===== src/rtl/sreg_shifter.sv =====
// sreg_shifter: serial shift-register engine between the command FSM and the pixel IC
// config/readout chain. One command (op, bit length, data) is accepted per handshake; the engine
// then drives shift/sclk/serial_out with a programmable sclk half-period, deserialises N_CH
// readout lanes into data_out and, for WRITE_CFG, issues a timed write_cfg strobe.
//
// Ports:
//   clk, rst          system clock, asynchronous active-high reset
//   cmd_valid/ready   command handshake; ready only while idle
//   cmd_op            00 WRITE, 01 WRITE_CFG, 10 READ, 11 FLUSH
//   cmd_len           number of bits to shift (0 skips the bit phases)
//   data_in           write data, MSB shifted first
//   data_out          captured readout data; lane k fills data_out[DATA_W-1-k*LANE_W -: LANE_W]
//   dout_valid        1-cycle pulse when data_out has been updated by a capture
//   busy              high from accept until back in idle
//   sreg_in           serial readout lanes from the IC
//   shift, sclk       IC shift enable and shift clock (sclk idles high)
//   serial_out        IC serial data in
//   write_cfg         IC config latch strobe
//
// Build option: define SREG_READBACK_EN to make WRITE/WRITE_CFG capture the lanes as READ does
// (full duplex) and pulse dout_valid at the end of the write.
module sreg_shifter #(
  parameter int unsigned DATA_W   = 42,
  parameter int unsigned N_CH     = 2,
  parameter int unsigned CNT_W    = 7,
  parameter int unsigned SCLK_DIV = 1,
  parameter int unsigned CFG_W    = 2
) (
  input  logic              clk,
  input  logic              rst,
  input  logic              cmd_valid,
  output logic              cmd_ready,
  input  logic [1:0]        cmd_op,
  input  logic [CNT_W-1:0]  cmd_len,
  input  logic [DATA_W-1:0] data_in,
  output logic [DATA_W-1:0] data_out,
  output logic              dout_valid,
  output logic              busy,
  input  logic [N_CH-1:0]   sreg_in,
  output logic              shift,
  output logic              sclk,
  output logic              serial_out,
  output logic              write_cfg
);

  localparam int unsigned LANE_W = DATA_W / N_CH;
  localparam int unsigned DivW   = (SCLK_DIV > 1) ? $clog2(SCLK_DIV) : 1;
  localparam int unsigned CfgCW  = (CFG_W > 1) ? $clog2(CFG_W) : 1;
  localparam logic [DivW-1:0]  DivLast = DivW'(SCLK_DIV - 1);
  localparam logic [CfgCW-1:0] CfgLast = CfgCW'(CFG_W - 1);

  typedef enum logic [1:0] {
    OpWrite    = 2'b00,
    OpWriteCfg = 2'b01,
    OpRead     = 2'b10,
    OpFlush    = 2'b11
  } op_e;

  typedef enum logic [2:0] {
    StIdle,
    StSetup,
    StLow,
    StHigh,
    StCfg,
    StDone
  } state_e;

  state_e            state_q, state_d;
  op_e               op_q, op_d;
  logic [CNT_W-1:0]  bit_cnt_q, bit_cnt_d;
  logic              len_nz_q, len_nz_d;
  logic [DivW-1:0]   div_cnt_q, div_cnt_d;
  logic [CfgCW-1:0]  cfg_cnt_q, cfg_cnt_d;
  logic [DATA_W-1:0] tx_q, tx_d;
  logic [DATA_W-1:0] data_out_q, data_out_d;
  logic              dout_valid_q, dout_valid_d;
  logic              cmd_ready_q, cmd_ready_d;
  logic              busy_q, busy_d;
  logic              shift_q, shift_d;
  logic              sclk_q, sclk_d;
  logic              serial_out_q, serial_out_d;
  logic              write_cfg_q, write_cfg_d;

  logic              is_write;
  logic              capture_op;
  logic              go_low;
  logic [DATA_W-1:0] lanes_shifted;

  assign is_write = (op_q == OpWrite) || (op_q == OpWriteCfg);

`ifdef SREG_READBACK_EN
  assign capture_op = (op_q != OpFlush);
`else
  assign capture_op = (op_q == OpRead);
`endif

  // Every lane slice moves up one bit and takes its lane's new bit at the slice LSB.
  always_comb begin
    lanes_shifted = data_out_q;
    for (int unsigned k = 0; k < N_CH; k++) begin
      lanes_shifted[DATA_W-1-k*LANE_W -: LANE_W] =
          (data_out_q[DATA_W-1-k*LANE_W -: LANE_W] << 1) | LANE_W'(sreg_in[k]);
    end
  end

  always_comb begin
    state_d      = state_q;
    op_d         = op_q;
    bit_cnt_d    = bit_cnt_q;
    len_nz_d     = len_nz_q;
    div_cnt_d    = div_cnt_q;
    cfg_cnt_d    = cfg_cnt_q;
    tx_d         = tx_q;
    data_out_d   = data_out_q;
    dout_valid_d = 1'b0;
    cmd_ready_d  = cmd_ready_q;
    busy_d       = busy_q;
    shift_d      = shift_q;
    sclk_d       = sclk_q;
    serial_out_d = serial_out_q;
    write_cfg_d  = write_cfg_q;
    go_low       = 1'b0;

    case (state_q)
      StIdle: begin
        cmd_ready_d = 1'b1;
        if (cmd_valid && cmd_ready_q) begin
          cmd_ready_d = 1'b0;
          busy_d      = 1'b1;
          op_d        = op_e'(cmd_op);
          tx_d        = data_in;
          bit_cnt_d   = cmd_len;
          len_nz_d    = |cmd_len;
          if (cmd_len != '0) begin
            state_d      = StSetup;
            shift_d      = 1'b1;
            sclk_d       = 1'b1;
            serial_out_d = 1'b0;
            div_cnt_d    = DivLast;
          end else if (op_e'(cmd_op) == OpWriteCfg) begin
            state_d     = StCfg;
            write_cfg_d = 1'b1;
            cfg_cnt_d   = CfgLast;
          end else begin
            state_d = StDone;
          end
        end
      end

      StSetup: begin
        if (div_cnt_q == '0) begin
          go_low = 1'b1;
        end else begin
          div_cnt_d = div_cnt_q - 1'b1;
        end
      end

      StLow: begin
        if (div_cnt_q == '0) begin
          // This edge raises sclk, which is where the IC lanes are sampled.
          state_d   = StHigh;
          sclk_d    = 1'b1;
          div_cnt_d = DivLast;
          bit_cnt_d = bit_cnt_q - 1'b1;
          if (capture_op) begin
            data_out_d = lanes_shifted;
          end
        end else begin
          div_cnt_d = div_cnt_q - 1'b1;
        end
      end

      StHigh: begin
        if (div_cnt_q == '0) begin
          if (bit_cnt_q != '0) begin
            go_low = 1'b1;
          end else begin
            shift_d      = 1'b0;
            serial_out_d = 1'b0;
            if (op_q == OpWriteCfg) begin
              state_d     = StCfg;
              write_cfg_d = 1'b1;
              cfg_cnt_d   = CfgLast;
            end else begin
              state_d      = StDone;
              dout_valid_d = capture_op;
            end
          end
        end else begin
          div_cnt_d = div_cnt_q - 1'b1;
        end
      end

      StCfg: begin
        if (cfg_cnt_q == '0) begin
          state_d      = StDone;
          write_cfg_d  = 1'b0;
          // A zero-length WRITE_CFG captured nothing, so it must not announce new data.
          dout_valid_d = capture_op && len_nz_q;
        end else begin
          cfg_cnt_d = cfg_cnt_q - 1'b1;
        end
      end

      StDone: begin
        state_d     = StIdle;
        cmd_ready_d = 1'b1;
        busy_d      = 1'b0;
      end

      default: begin
        state_d = StIdle;
      end
    endcase

    // Shared entry into a bit's low phase from SETUP or from the previous bit's high phase.
    if (go_low) begin
      state_d      = StLow;
      sclk_d       = 1'b0;
      div_cnt_d    = DivLast;
      serial_out_d = is_write & tx_q[DATA_W-1];
      tx_d         = tx_q << 1;
    end
  end

  always_ff @(posedge clk or posedge rst) begin
    if (rst) begin
      state_q      <= StIdle;
      op_q         <= OpWrite;
      bit_cnt_q    <= '0;
      len_nz_q     <= 1'b0;
      div_cnt_q    <= '0;
      cfg_cnt_q    <= '0;
      tx_q         <= '0;
      data_out_q   <= '0;
      dout_valid_q <= 1'b0;
      cmd_ready_q  <= 1'b0;
      busy_q       <= 1'b0;
      shift_q      <= 1'b0;
      sclk_q       <= 1'b1;
      serial_out_q <= 1'b0;
      write_cfg_q  <= 1'b0;
    end else begin
      state_q      <= state_d;
      op_q         <= op_d;
      bit_cnt_q    <= bit_cnt_d;
      len_nz_q     <= len_nz_d;
      div_cnt_q    <= div_cnt_d;
      cfg_cnt_q    <= cfg_cnt_d;
      tx_q         <= tx_d;
      data_out_q   <= data_out_d;
      dout_valid_q <= dout_valid_d;
      cmd_ready_q  <= cmd_ready_d;
      busy_q       <= busy_d;
      shift_q      <= shift_d;
      sclk_q       <= sclk_d;
      serial_out_q <= serial_out_d;
      write_cfg_q  <= write_cfg_d;
    end
  end

  assign cmd_ready  = cmd_ready_q;
  assign busy       = busy_q;
  assign data_out   = data_out_q;
  assign dout_valid = dout_valid_q;
  assign shift      = shift_q;
  assign sclk       = sclk_q;
  assign serial_out = serial_out_q;
  assign write_cfg  = write_cfg_q;

endmodule


===== config.mk =====
export PLATFORM = sky130hd
export DESIGN_NAME = sreg_shifter
export DESIGN_NICKNAME = d
export VERILOG_FILES = /design/src/rtl/sreg_shifter.sv
export SDC_FILE = /design/constraint.sdc
export NUM_CORES = 1
export LEC_CHECK = 0
export ABC_AREA = 1
export CORE_MARGIN = 1.5
export CORE_UTILIZATION = 40
export CTS_CLUSTER_DIAMETER = 60
export DETAILED_ROUTE_END_ITERATION = 7
export PLACE_DENSITY = 0.79
export SLEW_MARGIN = 25
export SYNTH_ARGS = -nofsm -noshare
export SYNTH_HDL_FRONTEND = slang
export SYNTH_SLANG_ARGS = --single-unit

===== constraint.sdc =====
create_clock -name clk -period 3.2 [get_ports clk]
set_clock_uncertainty 0.1 [all_clocks]
set_input_delay 0.32 -clock clk [delete_from_list [all_inputs] [get_ports clk]]
set_output_delay 0.32 -clock clk [all_outputs]
set_load 0.03 [all_outputs]

==> out/results.txt <==
Drt drc: 0
Vias in the first global route: 3,692
CP Launch Type: flop
Worst R2R Start: bit_cnt_q[0]
Net Sw Frac: 41.7%
Min-delay worst type: input pin to asynchronous set/reset pin
IO Port Bufs: 104
DRT iter0 DRCs: 246
CTS Buf Count: 9
Kind of critical path: flop to flop
Die width: 111 um
Top post-synthesis cells by area: dfrtp_1, nand2_1, nand3_1, inv_1, nor2_1
Final TNS setup: 0 ns
Die area: 12,200 um2
Routed wire per std cell: 12.7 um
Clk slew on worst S/H paths: 0.07 ns
Vias: 3,838
Crit share post-route: 70.8%
Top FF cell, synth: dfrtp_1
Clock power share: 17.0%
Hold-fix buffers, CTS: 0
Post-synthesis sequential area ratio: 56.8%
DRT Pass-1 Iters: 4
Worst slew pin tran: 0.816 ns
Max Fclk: 441 MHz
CTS HTree Levels: 3
Combinational Power Share: 46.0%
ANT nets after route: 0
Yosys top cell by area: dfrtp_1
Worst-Skew Late Latency: 0.33 ns
Synthesized area: 4630 um2
Max VDD drop: 521 uV
Rows: 39
Tot Pwr: 6.30 mW
Area of the multi-input gates: 1650 um2
Number of synthesized flops with an enable pin: 0
Design area: 6040 um2
Final net count: 695
Shortest period the worst path allows: 2.27 ns
Async set or reset register ratio after synthesis: 100%
Largest net degree at the start of global routing: 59
Setup Fix Bufs, Post-CTS: 0
Clk buf depth: 2
First-pass GRT wire length: 17,200 um
Seq cells post-synth: 105
Core area: 11,400 um2
FF/Latch Area: 2630 um2
Min Hold Slack: 0.314 ns
Detailed Place HPWL: 7070 um
Die Height: 111 um
P per Cell Area: 1040 nW/um2
Rel. slew slack: 45.4%
Syn avg cell area: 8.48 um2
Arr. time, crit path: 2.38 ns
Final setup viols: 0
CP Capture Type: flop
Top-count cell post-synth: nand2_1
Register share of total power: 37.0%
Synth warn: 0
Synth cell count leaders: nand2_1, dfrtp_1, nand3_1
Clock sinks: 105
CP startpoint: bit_cnt_q[0]
Initial Util: 40.7%
Status: finished clean
Post-DP Area: 5750 um2
Layout cells sized above 1: 5.29%
Antenna diode count: 0
Mapped Nets: 603
Netlist cell types: 28
Max-slew violation count: 0
Net Sw Power: 2.63 mW
Clk Tree Root Cell: clkbuf_16
Resized Gates After CTS: 0
Overall routed net length: 9980 um
Max-Cap Viols: 0
Unrepaired setup endpoints after global routing: no
GP Congestion: 0.868
Dpl ws: 0.954 ns
Fin. Hold Viols: 0
Leakage: 2.89 nW
Share of the synthesized area in the top cell type: 56.2%
P&R area growth vs syn: 30.3%
Final Worst Setup Slack: 0.934 ns
Grt ovf: 0
Initial antenna violation count: 0
Tot GR Track Use: 17.0%
Critical Path RT: 3.32 ns
Fill count: 1,089
TritonCTS clock tree: yes
Gate Count Post-Synth: 546
Avg Vias per Cell: 4.88
CP Max Fanout: 42
Int Power: 3.68 mW
I/O Pins: 105
## power groups by stage
| stage | sequential (mW) | combinational, mW | clock, mW |
|---|---|---|---|
| after floorplan | 2.85 | 1.46 | 0 |
| after global placement | 2.32 | 2.85 | 0 |
| after detailed placement | 2.35 | 2.94 | 0 |
| after CTS | 2.33 | 2.94 | 1.11 |
| after global routing | 2.41 | 3.21 | 1.15 |
| final | 2.33 | 2.90 | 1.07 |
## critical path: stages, from the launching register on
cell,delay [ns]
dfrtp_1,0.36
inv_1,0.14
ha_1,0.24
nand2_1,0.08
nor2_2,0.14
nand2_1,0.09
nand2_2,0.35
inv_2,0.39
nand2_1,0.16
nand3_1,0.08
## placed cells by master, fill, tap and decap left out
| master | instances |
|---|---|
| xor2_1 | 1 |
| clkinvlp_4 | 2 |
| buf_12 | 1 |
| inv_1 | 46 |
| nor2_4 | 1 |
| dfstp_2 | 1 |
| o22ai_1 | 2 |
| a21boi_0 | 1 |
| a21oi_1 | 25 |
| mux2_2 | 2 |
| nor2_1 | 36 |
| inv_2 | 4 |
| clkbuf_16 | 9 |
| clkdlybuf4s50_1 | 104 |
| o221ai_1 | 2 |
| ha_1 | 1 |
| nor3_1 | 1 |
| clkinv_4 | 1 |
| nor3_4 | 1 |
| nor2_2 | 3 |
| nand4_2 | 1 |
| buf_4 | 4 |
| inv_4 | 1 |
| bufinv_16 | 1 |
| nand3b_1 | 2 |
| nand2_1 | 151 |
| nand2_2 | 2 |
| o21ai_1 | 24 |
| o21ai_0 | 6 |
| nand3_1 | 99 |
| o21a_1 | 1 |
| clkbuf_1 | 3 |
| dfrtp_1 | 104 |
## through the flow
step / util (%) / std cells
CTS: 53.1 / 786
finish: 53.1 / 786
global route: 53.1 / 786
detailed placement: 50.5 / 770
floorplan: - / 546
global placement: 50.5 / 770
## final timing paths
path | end | slack [ns] | cells after the start
max | tx_q[21] | 0.93 | 9
min | data_out[41] | 0.31 | 2
max in group asynchronous | sclk | 1.92 | 3
min reg2reg | bit_cnt_q[6] | 0.38 | 2
min in group clk | bit_cnt_q[6] | 0.38 | 2
max reg2reg | tx_q[21] | 0.93 | 9
## layer usage
metal	global-route usage, %	routed length, um
met5	0	0
met4	4.79	85
met3	3.18	415
met2	28.9	5030
met1	22.2	4440
## logic make-up (layout without fill, tap and decap cells)
family,count (synthesis),in the layout,synth area share (%)
muxes,2,2,0.486
adders and majority gates,1,1,0.270
buffers and inverters,79,176,7.73
DFF,105,105,56.8
xor gates and xnor gates,1,1,0.189
and+or+nand+nor,297,297,27.7
AOI/OAI and AO/OA,61,61,6.92
## layout make-up
class | count | area share (%)
Clock inverter | 4 | 0.891
Multi-Input combinational cell | 362 | 27.4
Clock buffer | 12 | 3.92
Inverter | 51 | 3.21
Timing Repair Buffer | 109 | 18.1
Sequential cell | 105 | 43.6
Tap cell | 143 | 2.96
## sequential cells by signal, indices dropped and copies added (netlist names), 2 cells and up
signal     count
data_out      42
tx_q          42
bit_cnt_q      7
state_q        3
op_q           2
(Power assumes the default switching activity.)
